==> src/rtl/controle_venda_pkg.sv <==
// Shared types and constants for the vending sale controller.
// The TROCO state only exists when VENDA_TROCO_EN is defined.
package controle_venda_pkg;

    localparam int unsigned VAL_W  = 4;
    localparam int unsigned PROD_W = 2;
    localparam int unsigned TMR_W  = 16;

    localparam logic [VAL_W-1:0] VALOR_EX    = 4'b1111;
    localparam logic [VAL_W-1:0] PRECO_A_DEF = 4'd5;
    localparam logic [VAL_W-1:0] PRECO_B_DEF = 4'd6;
    localparam logic [VAL_W-1:0] PRECO_C_DEF = 4'd8;

    typedef enum logic [2:0] {
        OCIOSO  = 3'd0,
        CREDITO = 3'd1,
        LIBERA  = 3'd2,
`ifdef VENDA_TROCO_EN
        TROCO   = 3'd3,
`endif
        DEVOLVE = 3'd4,
        LIMPA   = 3'd5
    } estado_e;

    typedef enum logic [PROD_W-1:0] {
        PROD_NENHUM = 2'b00,
        PROD_A      = 2'b01,
        PROD_B      = 2'b10,
        PROD_C      = 2'b11
    } produto_e;

    // Registered output bundle of the controller.
    typedef struct packed {
        logic              libera;
        logic [PROD_W-1:0] produto;
        logic [VAL_W-1:0]  troco;
        logic              troco_valido;
        logic              devolucao;
        logic              saldo_insuf;
        logic              tempo_limite;
    } saidas_t;

    function automatic logic [VAL_W-1:0] preco_de(input logic [PROD_W-1:0] sel,
                                                  input logic [VAL_W-1:0]  pa,
                                                  input logic [VAL_W-1:0]  pb,
                                                  input logic [VAL_W-1:0]  pc);
        case (sel)
            PROD_A:  return pa;
            PROD_B:  return pb;
            PROD_C:  return pc;
            default: return '0;
        endcase
    endfunction

endpackage

==> src/rtl/controle_venda_if.sv <==
// Accumulator/controller handshake: credit and requests in, pulses and amounts out.
interface controle_venda_if;
    import controle_venda_pkg::*;

    logic [VAL_W-1:0]  valorAcumulado;
    logic [PROD_W-1:0] selecao;
    logic              cancelar;
    logic              tempoLimite;
    logic              liberaProduto;
    logic [PROD_W-1:0] produto;
    logic [VAL_W-1:0]  troco;
    logic              trocoValido;
    logic              devolucao;
    logic              saldoInsuf;

    modport master (
        output valorAcumulado, selecao, cancelar,
        input  tempoLimite, liberaProduto, produto, troco, trocoValido, devolucao, saldoInsuf
    );

    modport slave (
        input  valorAcumulado, selecao, cancelar,
        output tempoLimite, liberaProduto, produto, troco, trocoValido, devolucao, saldoInsuf
    );

endinterface

==> src/rtl/controle_venda_temporizador.sv <==
// Inactivity down-counter: carga reloads TOPO, decr counts down and holds at zero.
module temporizador_venda
    import controle_venda_pkg::*;
#(
    parameter int unsigned     W    = TMR_W,
    parameter logic [W-1:0]    TOPO = '1
) (
    input  logic clk,
    input  logic reset,
    input  logic carga,
    input  logic decr,
    output logic zero
);

    logic [W-1:0] cnt_q;

    always_ff @(posedge clk or negedge reset) begin
        if (!reset) begin
            cnt_q <= '0;
        end else if (carga) begin
            cnt_q <= TOPO;
        end else if (decr && (cnt_q != '0)) begin
            cnt_q <= cnt_q - W'(1);
        end
    end

    assign zero = (cnt_q == '0);

endmodule

==> src/rtl/controle_venda.sv <==
// Vending sale controller: samples credit/selection, dispenses, returns change or refunds, clears credit.
// Change output (TROCO state) is built only when VENDA_TROCO_EN is defined.
module controle_venda
    import controle_venda_pkg::*;
#(
    parameter logic [VAL_W-1:0] PRECO_A        = PRECO_A_DEF,
    parameter logic [VAL_W-1:0] PRECO_B        = PRECO_B_DEF,
    parameter logic [VAL_W-1:0] PRECO_C        = PRECO_C_DEF,
    parameter logic [TMR_W-1:0] TIMEOUT_CICLOS = 16'd50000
) (
    input logic             clk,
    input logic             reset,
    controle_venda_if.slave vif
);

    localparam logic [TMR_W-1:0] TOPO = TIMEOUT_CICLOS - TMR_W'(1);

    estado_e           estado_q, estado_d;
    saidas_t           saidas_q, saidas_d;
    logic [PROD_W-1:0] insuf_sel_q, insuf_sel_d;
    logic [VAL_W-1:0]  val_ant_q;
    logic [VAL_W-1:0]  preco;
    logic              alterou;
    logic              carga;
    logic              decr;
    logic              zero;
`ifdef VENDA_TROCO_EN
    logic [VAL_W-1:0]  dif_q, dif_d;
`endif

    assign preco   = preco_de(vif.selecao, PRECO_A, PRECO_B, PRECO_C);
    assign alterou = (vif.valorAcumulado != val_ant_q);

    temporizador_venda #(
        .W    (TMR_W),
        .TOPO (TOPO)
    ) u_temporizador (
        .clk   (clk),
        .reset (reset),
        .carga (carga),
        .decr  (decr),
        .zero  (zero)
    );

    // Next state and next registered outputs; outputs are decoded from the state being entered.
    always_comb begin
        estado_d    = estado_q;
        saidas_d    = '0;
        insuf_sel_d = insuf_sel_q;
        carga       = 1'b0;
        decr        = 1'b0;
`ifdef VENDA_TROCO_EN
        dif_d       = dif_q;
`endif
        case (estado_q)
            OCIOSO: begin
                insuf_sel_d = '0;
                if (vif.valorAcumulado != '0) begin
                    estado_d = CREDITO;
                    carga    = 1'b1;
                end
            end
            CREDITO: begin
                // A coin landing on the expiry cycle counts as activity, not a timeout.
                if (vif.cancelar || (vif.valorAcumulado == VALOR_EX) || (zero && !alterou)) begin
                    estado_d           = DEVOLVE;
                    saidas_d.devolucao = 1'b1;
                    saidas_d.troco     = (vif.valorAcumulado == VALOR_EX) ? '0 : vif.valorAcumulado;
                end else if ((vif.selecao != '0) && (vif.valorAcumulado >= preco)) begin
                    estado_d         = LIBERA;
                    saidas_d.libera  = 1'b1;
                    saidas_d.produto = vif.selecao;
`ifdef VENDA_TROCO_EN
                    dif_d            = vif.valorAcumulado - preco;
`endif
                end else begin
                    // insuf_sel remembers the selection already flagged, so a held button pulses once.
                    if (vif.selecao == '0) begin
                        insuf_sel_d = '0;
                        decr        = !alterou;
                    end else if (vif.selecao != insuf_sel_q) begin
                        saidas_d.saldo_insuf = 1'b1;
                        insuf_sel_d          = vif.selecao;
                    end
                    carga = alterou;
                end
            end
            LIBERA: begin
`ifdef VENDA_TROCO_EN
                if (dif_q != '0) begin
                    estado_d              = TROCO;
                    saidas_d.troco_valido = 1'b1;
                    saidas_d.troco        = dif_q;
                end else begin
                    estado_d              = LIMPA;
                    saidas_d.tempo_limite = 1'b1;
                end
`else
                estado_d              = LIMPA;
                saidas_d.tempo_limite = 1'b1;
`endif
            end
`ifdef VENDA_TROCO_EN
            TROCO: begin
                estado_d              = LIMPA;
                saidas_d.tempo_limite = 1'b1;
            end
`endif
            DEVOLVE: begin
                estado_d              = LIMPA;
                saidas_d.tempo_limite = 1'b1;
            end
            LIMPA: begin
                estado_d = OCIOSO;
            end
            default: begin
                estado_d              = LIMPA;
                saidas_d.tempo_limite = 1'b1;
            end
        endcase
    end

    always_ff @(posedge clk or negedge reset) begin
        if (!reset) begin
            estado_q    <= OCIOSO;
            saidas_q    <= '0;
            insuf_sel_q <= '0;
            val_ant_q   <= '0;
`ifdef VENDA_TROCO_EN
            dif_q       <= '0;
`endif
        end else begin
            estado_q    <= estado_d;
            saidas_q    <= saidas_d;
            insuf_sel_q <= insuf_sel_d;
            val_ant_q   <= vif.valorAcumulado;
`ifdef VENDA_TROCO_EN
            dif_q       <= dif_d;
`endif
        end
    end

    assign vif.liberaProduto = saidas_q.libera;
    assign vif.produto       = saidas_q.produto;
    assign vif.troco         = saidas_q.troco;
    assign vif.trocoValido   = saidas_q.troco_valido;
    assign vif.devolucao     = saidas_q.devolucao;
    assign vif.saldoInsuf    = saidas_q.saldo_insuf;
    assign vif.tempoLimite   = saidas_q.tempo_limite;

endmodule
==> src/flat_wrapper.sv <==
// flat-port wrapper written by rule: the top's interface ports become plain ports
module controle_venda_flat import controle_venda_pkg::*;
#(
    parameter logic [VAL_W-1:0] PRECO_A        = PRECO_A_DEF,
    parameter logic [VAL_W-1:0] PRECO_B        = PRECO_B_DEF,
    parameter logic [VAL_W-1:0] PRECO_C        = PRECO_C_DEF,
    parameter logic [TMR_W-1:0] TIMEOUT_CICLOS = 16'd50000
)
  (clk, reset, vif_valorAcumulado, vif_selecao, vif_cancelar, vif_tempoLimite, vif_liberaProduto, vif_produto, vif_troco, vif_trocoValido, vif_devolucao, vif_saldoInsuf);
  controle_venda_if vif_i ();
  input logic clk;
  input logic reset;
  input wire logic [$bits(vif_i.valorAcumulado)-1:0] vif_valorAcumulado;
  input wire logic [$bits(vif_i.selecao)-1:0] vif_selecao;
  input wire logic [$bits(vif_i.cancelar)-1:0] vif_cancelar;
  output wire logic [$bits(vif_i.tempoLimite)-1:0] vif_tempoLimite;
  output wire logic [$bits(vif_i.liberaProduto)-1:0] vif_liberaProduto;
  output wire logic [$bits(vif_i.produto)-1:0] vif_produto;
  output wire logic [$bits(vif_i.troco)-1:0] vif_troco;
  output wire logic [$bits(vif_i.trocoValido)-1:0] vif_trocoValido;
  output wire logic [$bits(vif_i.devolucao)-1:0] vif_devolucao;
  output wire logic [$bits(vif_i.saldoInsuf)-1:0] vif_saldoInsuf;
  assign vif_i.valorAcumulado = vif_valorAcumulado;
  assign vif_i.selecao = vif_selecao;
  assign vif_i.cancelar = vif_cancelar;
  assign vif_tempoLimite = vif_i.tempoLimite;
  assign vif_liberaProduto = vif_i.liberaProduto;
  assign vif_produto = vif_i.produto;
  assign vif_troco = vif_i.troco;
  assign vif_trocoValido = vif_i.trocoValido;
  assign vif_devolucao = vif_i.devolucao;
  assign vif_saldoInsuf = vif_i.saldoInsuf;
  controle_venda #(.PRECO_A(PRECO_A), .PRECO_B(PRECO_B), .PRECO_C(PRECO_C), .TIMEOUT_CICLOS(TIMEOUT_CICLOS)) u_core (.clk(clk), .reset(reset), .vif(vif_i));
endmodule
==> config.mk <==
export PLATFORM = sky130hd
export DESIGN_NAME = controle_venda_flat
export DESIGN_NICKNAME = d
export VERILOG_FILES = /design/src/rtl/controle_venda_pkg.sv /design/src/rtl/controle_venda_if.sv /design/src/rtl/controle_venda_temporizador.sv /design/src/rtl/controle_venda.sv /design/src/flat_wrapper.sv
export SDC_FILE = /design/constraint.sdc
export NUM_CORES = 1
export LEC_CHECK = 0
export CAP_MARGIN = 20
export CORE_MARGIN = 2
export CORE_UTILIZATION = 30
export CTS_CLUSTER_DIAMETER = 200
export DETAILED_ROUTE_END_ITERATION = 12
export PLACE_DENSITY = 0.48
export SETUP_SLACK_MARGIN = 0.3
export SLEW_MARGIN = 20
export SYNTH_ARGS = -nofsm -noshare
export SYNTH_HDL_FRONTEND = slang
export SYNTH_SLANG_ARGS = --single-unit
==> constraint.sdc <==
create_clock -name clk -period 2.5 [get_ports clk]
set_clock_uncertainty 0.05 [all_clocks]
set_input_delay 0.5 -clock clk [delete_from_list [all_inputs] [get_ports clk]]
set_output_delay 0.5 -clock clk [all_outputs]
set_load 0.03 [all_outputs]
* Yosys cells after proc, flatten, opt, wreduce, memory -nomap -nowiden
Index checks and enable logic that the tools add are counted.
** Cells by class
- Add/subtract/negate cells :: 1
- $mul :: 0
- Div/mod/pow operators :: 0
- Order comparisons :: 1
- Equal/unequal tests :: 13
- Shift operators :: 0
- Muxes and demuxes :: 32
- Bitwise gates (word level) :: 0
- Reduce and logical (&&, ||, !) cells :: 17
** Operators with widths (count)
- $mux 16 :: 2
- $logic_not 16->1 :: 1
- $reduce_bool 16->1 :: 1
- $sub 16x1->16 const B :: 1
- $mux 3 :: 5
- $mux 1 :: 13
- $pmux 4 s3 :: 1
- $mux 2 :: 5
- $pmux 3 s3 :: 1
- $mux 4 :: 2
- $mux 7 :: 1
- $ne 3x1->1 const B :: 2
- $reduce_bool 2->1 :: 3
- $eq 2x2->1 const B :: 2
- $eq 4x4->1 const B :: 1
- $ge 4x4->1 :: 1
- $ne 2x2->1 const B :: 2
- $ne 4x4->1 :: 1
- $pmux 2 s2 :: 1
- $reduce_and 4->1 :: 1
- $reduce_bool 4->1 :: 1
- $eq 3x1->1 const B :: 1
- $eq 3x3->1 const B :: 1
- $logic_and 1x1->1 :: 3
- 10 further kinds :: 11
** Word-level totals
- Register bits after elaboration :: 35
- Latch bits :: 0
- Bits in writable memories :: 0
- Bits in read-only memories :: 0
- Input port bits :: 9
- Output and inout port bits :: 11
- Word-level logic and storage cells :: 74
- Memories kept :: 0

* Depth between registers and ports, before layout
- Depth after elaboration :: 10
- Gate-level depth with buffers :: 9
- Depth with buffers taken out :: 9

* Hierarchy
From an unflattened synthesis, not the netlist that was laid out.
** Unflattened totals
- Cell total of the unflattened synthesis :: 182
- Area total of the unflattened synthesis :: 1969.4 um^2
** Modules (own cells, without submodules)
- controle_venda :: times used 1, cells an instance 86, area each 1004.7 um^2, seq. area each 475.5 um^2
- temporizador_venda :: times used 1, cells an instance 96, area each 964.7 um^2, seq. area each 400.4 um^2

* Worst setup path after synthesis
No wires, ideal clock.
- Path kind :: input to register
- Start point :: input vif_selecao[1]
- End point :: register u_core.u_temporizador.cnt_q[3]
- Arrival :: 2.326 ns
- Required time :: 2.334 ns
- Path slack :: 0.009 ns
- Stages :: 8
- Path buffers :: 0
- Cell sequence :: inv_1 > ha_1 > ha_1 > nand2b_1 > a2111o_1 > a311o_1 > a211o_1 > o311ai_0
** On the way
- Word-level cells in the longest chain between the ends :: 9
** Ends and longest elaborated chain
- start, declared :: RTL line flat_wrapper.sv:14 : input wire logic [$bits(vif_i.selecao)-1:0] vif_selecao;
- $eq 2x2->1 / $eq 2x1->1 (equally long branches) :: RTL line controle_venda_pkg.sv:47 : case (sel)
- $pmux 4 s3 :: RTL line controle_venda_pkg.sv:47
- $ge 4x4->1 :: RTL line controle_venda.sv:69 : end else if ((vif.selecao != '0) && (vif.valorAcumulado >= preco)) begin
- $logic_and 1x1->1 :: RTL line controle_venda.sv:69
- $mux 1 :: RTL line controle_venda.sv:69
- $mux 1 :: RTL line controle_venda.sv:65 : if (vif.cancelar || (vif.valorAcumulado == VALOR_EX) || (zero && !alterou)) begin
- $mux 1 :: RTL line controle_venda.sv:55 : case (estado_q)
- $logic_and 1x1->1 :: RTL line controle_venda_temporizador.sv:22 : end else if (decr && (cnt_q != '0)) begin
- $reduce_bool 2->1 (no source line)
- end signal, assigned :: RTL line controle_venda_temporizador.sv:23 : cnt_q <= cnt_q - W'(1);
- end, declared :: RTL line controle_venda_temporizador.sv:15 : logic [W-1:0] cnt_q;
Parallel ways exist; a longest one is shown, timed or not.
A chain may end at the register's enable or synchronous reset.

==> impl_metrics.py <==
metrics = {
    "worst_setup_path": {
        "critical-path-max-stage-delay_ps": 420,
        "startpoint": "vif_selecao[1]",
        "crit_chain": "buf_6 -> buf_8 -> inv_12 -> ha_4 -> ha_4 -> nand2b_4 -> a2111o_1 -> buf_4 -> buf_6 -> buf_6 -> and3_4 -> nor4b_4 -> buf_4 -> and2_4",
        "timing.rr.start": "u_core.u_temporizador.cnt_q[5]$_DFFE_PN0P_",
        "worstSetupPathType": "input pin to flop",
        "cp.depth": 14,
        "worstPathArrival_ps": 2530,
        "rr_worst_depth": 5,
        "crit_path_end_kind": "flop",
        "worst-endpoint-required_ps": 2650,
        "critPathBufInv": 7,
        "critPathMostFrequentCell": "buf_6",
        "reg2reg_slack_ps": 140,
        "cp_max_fo": 4,
        "timing.rr.end": "u_core.u_temporizador.cnt_q[13]$_DFFE_PN0P_",
        "critPathLaunchType": "input pin",
        "crit_family": "buffers and inverters",
        "slowest_stage": "a2111o_1",
    },
    "timing": {
        "fin_ws_ps": 115.1,
        "worstMarginPinSlew_ps": 795.3,
        "rsz0062_at_grt": "true",
        "min_period_over_period_pct": 95.40,
        "holdWs_ps": 233.9,
        "worst_slew_margin_rel_pct": 46.98,
        "period_needed_ps": 2385,
        "drv_slew": 0,
        "hold_violations": 0,
        "setup_violations": 0,
        "fmax_mhz": 419.3,
    },
    "routing": {
        "num_vias": 1767,
        "routedWlPerCell_um": 14.79,
        "viasPerCell": 5.322,
        "drc": 0,
        "first_pass_iters": 4,
        "drt_iter0_markers": 81,
        "ant_nets": 0,
        "drt-total-wl_um": 4909,
    },
    "synthesis": {
        "synth_area_um2": 1902,
        "synth.net_count": 208,
        "synth_common_cells": "dfrtp_1 (35), o31ai_1 (14), or4_1 (13), inv_1 (12)",
        "synthTopCellsByArea": "dfrtp_1 (46%), ha_1 (5.9%), o31ai_1 (5.5%)",
        "synth_enable_flop_cells": 0,
        "synth.avg_cell_area_um2": 10.01,
        "synth.most_common_cell": "dfrtp_1",
        "ys_seq_area_share_pct": 46.05,
        "post-synth-top-area-fraction_pct": 46.05,
        "async_reset_ff_share_pct": 100.0,
        "synth.largest_area_cell": "dfrtp_1",
        "synth_cell_type_count": 40,
        "synth_flop_cell": "dfrtp_1",
        "ys.warnings.count": 0,
        "syn_inst": 190,
        "synth_seq_cells": 35,
    },
    "power": {
        "worst_ir_drop_vdd_uv": 293.9,
        "total_power_mw": 1.801,
        "power.density_nw_per_um2": 617.9,
        "leakage_nw": 1.204,
    },
    "final_layout": {
        "syn_to_final_growth_pct": 53.29,
        "drive_gt1_share_pct": 41.96,
        "antenna_cells": 0,
        "n_fill_cell": 615,
        "final_nets": 272,
    },
    "floorplan": {
        "die_y_um": 83.62,
        "start_util_pct": 30.47,
        "ioPinCount": 20,
        "fp.dieW_um": 83.62,
        "die_area_um2": 6992,
        "core_um2": 6241,
        "row_count": 29,
    },
    "cts": {
        "cts_buffers": 5,
        "cts_tree": "built",
        "clockRootBuffer": "clkbuf_8",
        "clk_latency_ps": 290,
        "cts_hold_buf": 0,
        "cts_sinks": 35,
        "cts_buffer_depth": 2,
        "path_clk_slew_ps": 80,
        "cts_max_level": 2,
    },
    "worst_hold_path": {
        "hold_path.class": "input pin to async pin",
    },
    "grt": {
        "grt_overflow": 0,
        "grt_pass1_vias": 1723,
        "grt_max_degree": 36,
        "grt_pass1_wl_um": 8217,
        "track_usage_pct": 14.58,
        "grt_antenna_before_repair": 0,
    },
    "placed_design": {
        "port_buffers": 18,
        "dp_worst_setup_slack_ps": -567.9,
        "gp_congestion": 0.8043,
        "hpwl_um": 3200,
    },
    "flow_run": {
        "drv_cap": 0,
    },
    "run_status": {
        "status": "finished clean",
    },
}
## how the worst max path moves through the flow
stage                                                        to
floorplan            u_core.u_temporizador.cnt_q[3]$_DFFE_PN0P_
global placement     u_core.u_temporizador.cnt_q[3]$_DFFE_PN0P_
detailed placement   u_core.u_temporizador.cnt_q[3]$_DFFE_PN0P_
CTS                  u_core.u_temporizador.cnt_q[5]$_DFFE_PN0P_
global route        u_core.u_temporizador.cnt_q[13]$_DFFE_PN0P_
finish                          u_core.vif.produto[1]$_DFF_PN0_
## placed cells by master, fill, tap and decap left out, types with 5 or more instances in the layout
master and n:
dfrtp_1 35, buf_4 34, o31ai_1 12, buf_6 12
clkdlybuf4s50_1 11, inv_1 9, nor2_1 9, or4_1 9
nand2_1 7, clkbuf_8 7, o21ai_0 6, xor2_1 6
and2_1 5, or4_4 5, nand3_2 5, ha_1 5
## repair_timing
item	4_1_cts	5_1_grt
setup endpoints to repair	28	21
gates cloned	2	0
gates resized for setup	53	17
buffers inserted	6	6
pin swaps	25	12
## per-stage QoR
step	util (%)	TNS [ps]	instances	cell area [um^2]
final	46.71	0	332	2915
after global routing	46.71	0	332	2915
after CTS	45.09	0	326	2814
after detailed placement	39.60	-11010	310	2471
after global placement	39.60	-11040	310	2471
after floorplan	-	0	190	1979
## flip-flops by register name, summed over array words and instances (netlist names)
register,cells
u_core.vif.devolucao,1
u_core.u_temporizador.cnt_q,16
u_core.insuf_sel_q,2
u_core.vif.liberaProduto,1
u_core.val_ant_q,4
u_core.vif.saldoInsuf,1
u_core.vif.produto,2
u_core.vif.troco,4
u_core.vif.tempoLimite,1
u_core.estado_q,3
## power breakdown
group / internal [mW] / total, mW / switching [mW] / leakage, nW
Sequential: 0.629 / 0.685 / 0.0556 / 0.423
Combinational: 0.298 / 0.645 / 0.348 / 0.730
Clock: 0.251 / 0.471 / 0.220 / 0.0505
## layer usage
metal / track usage, % / share of wire, % / vias up
li1: - / - / 856
met1: 18.16 / 46 / 878
met2: 24.36 / 50 / 25
met3: 3.561 / 3.0 / 8
met4: 5.572 / 1.6 / 0
met5: 0 / 0 / -
## cells by family (layout without fill, tap and decap cells)
| family | Yosys count | in the layout | share of synthesized area, % |
|---|---|---|---|
| AO/OA/AOI/OAI | 46 | 47 | 17.24 |
| flip-flops | 35 | 35 | 46.05 |
| buffers and inverters | 21 | 85 | 4.539 |
| other | 1 | 1 | 0.1972 |
| adder cells (fa/ha/maj) | 9 | 9 | 5.921 |
| AND/OR/NAND/NOR | 72 | 72 | 23.29 |
| XOR/XNOR | 6 | 6 | 2.763 |
## final cells by class
type / count / area, um^2 / area share, %
Timing Repair Buffer: 65 / 589.3 / 20.21
Clock inverter: 1 / 7.507 / 0.2575
Clock buffer: 7 / 96.34 / 3.305
Multi-Input combinational cell: 135 / 1190 / 40.82
Tap cell: 77 / 96.34 / 3.305
Sequential cell: 35 / 875.8 / 30.04
Inverter: 12 / 60.06 / 2.060
Power figures use the tool's default switching activity.
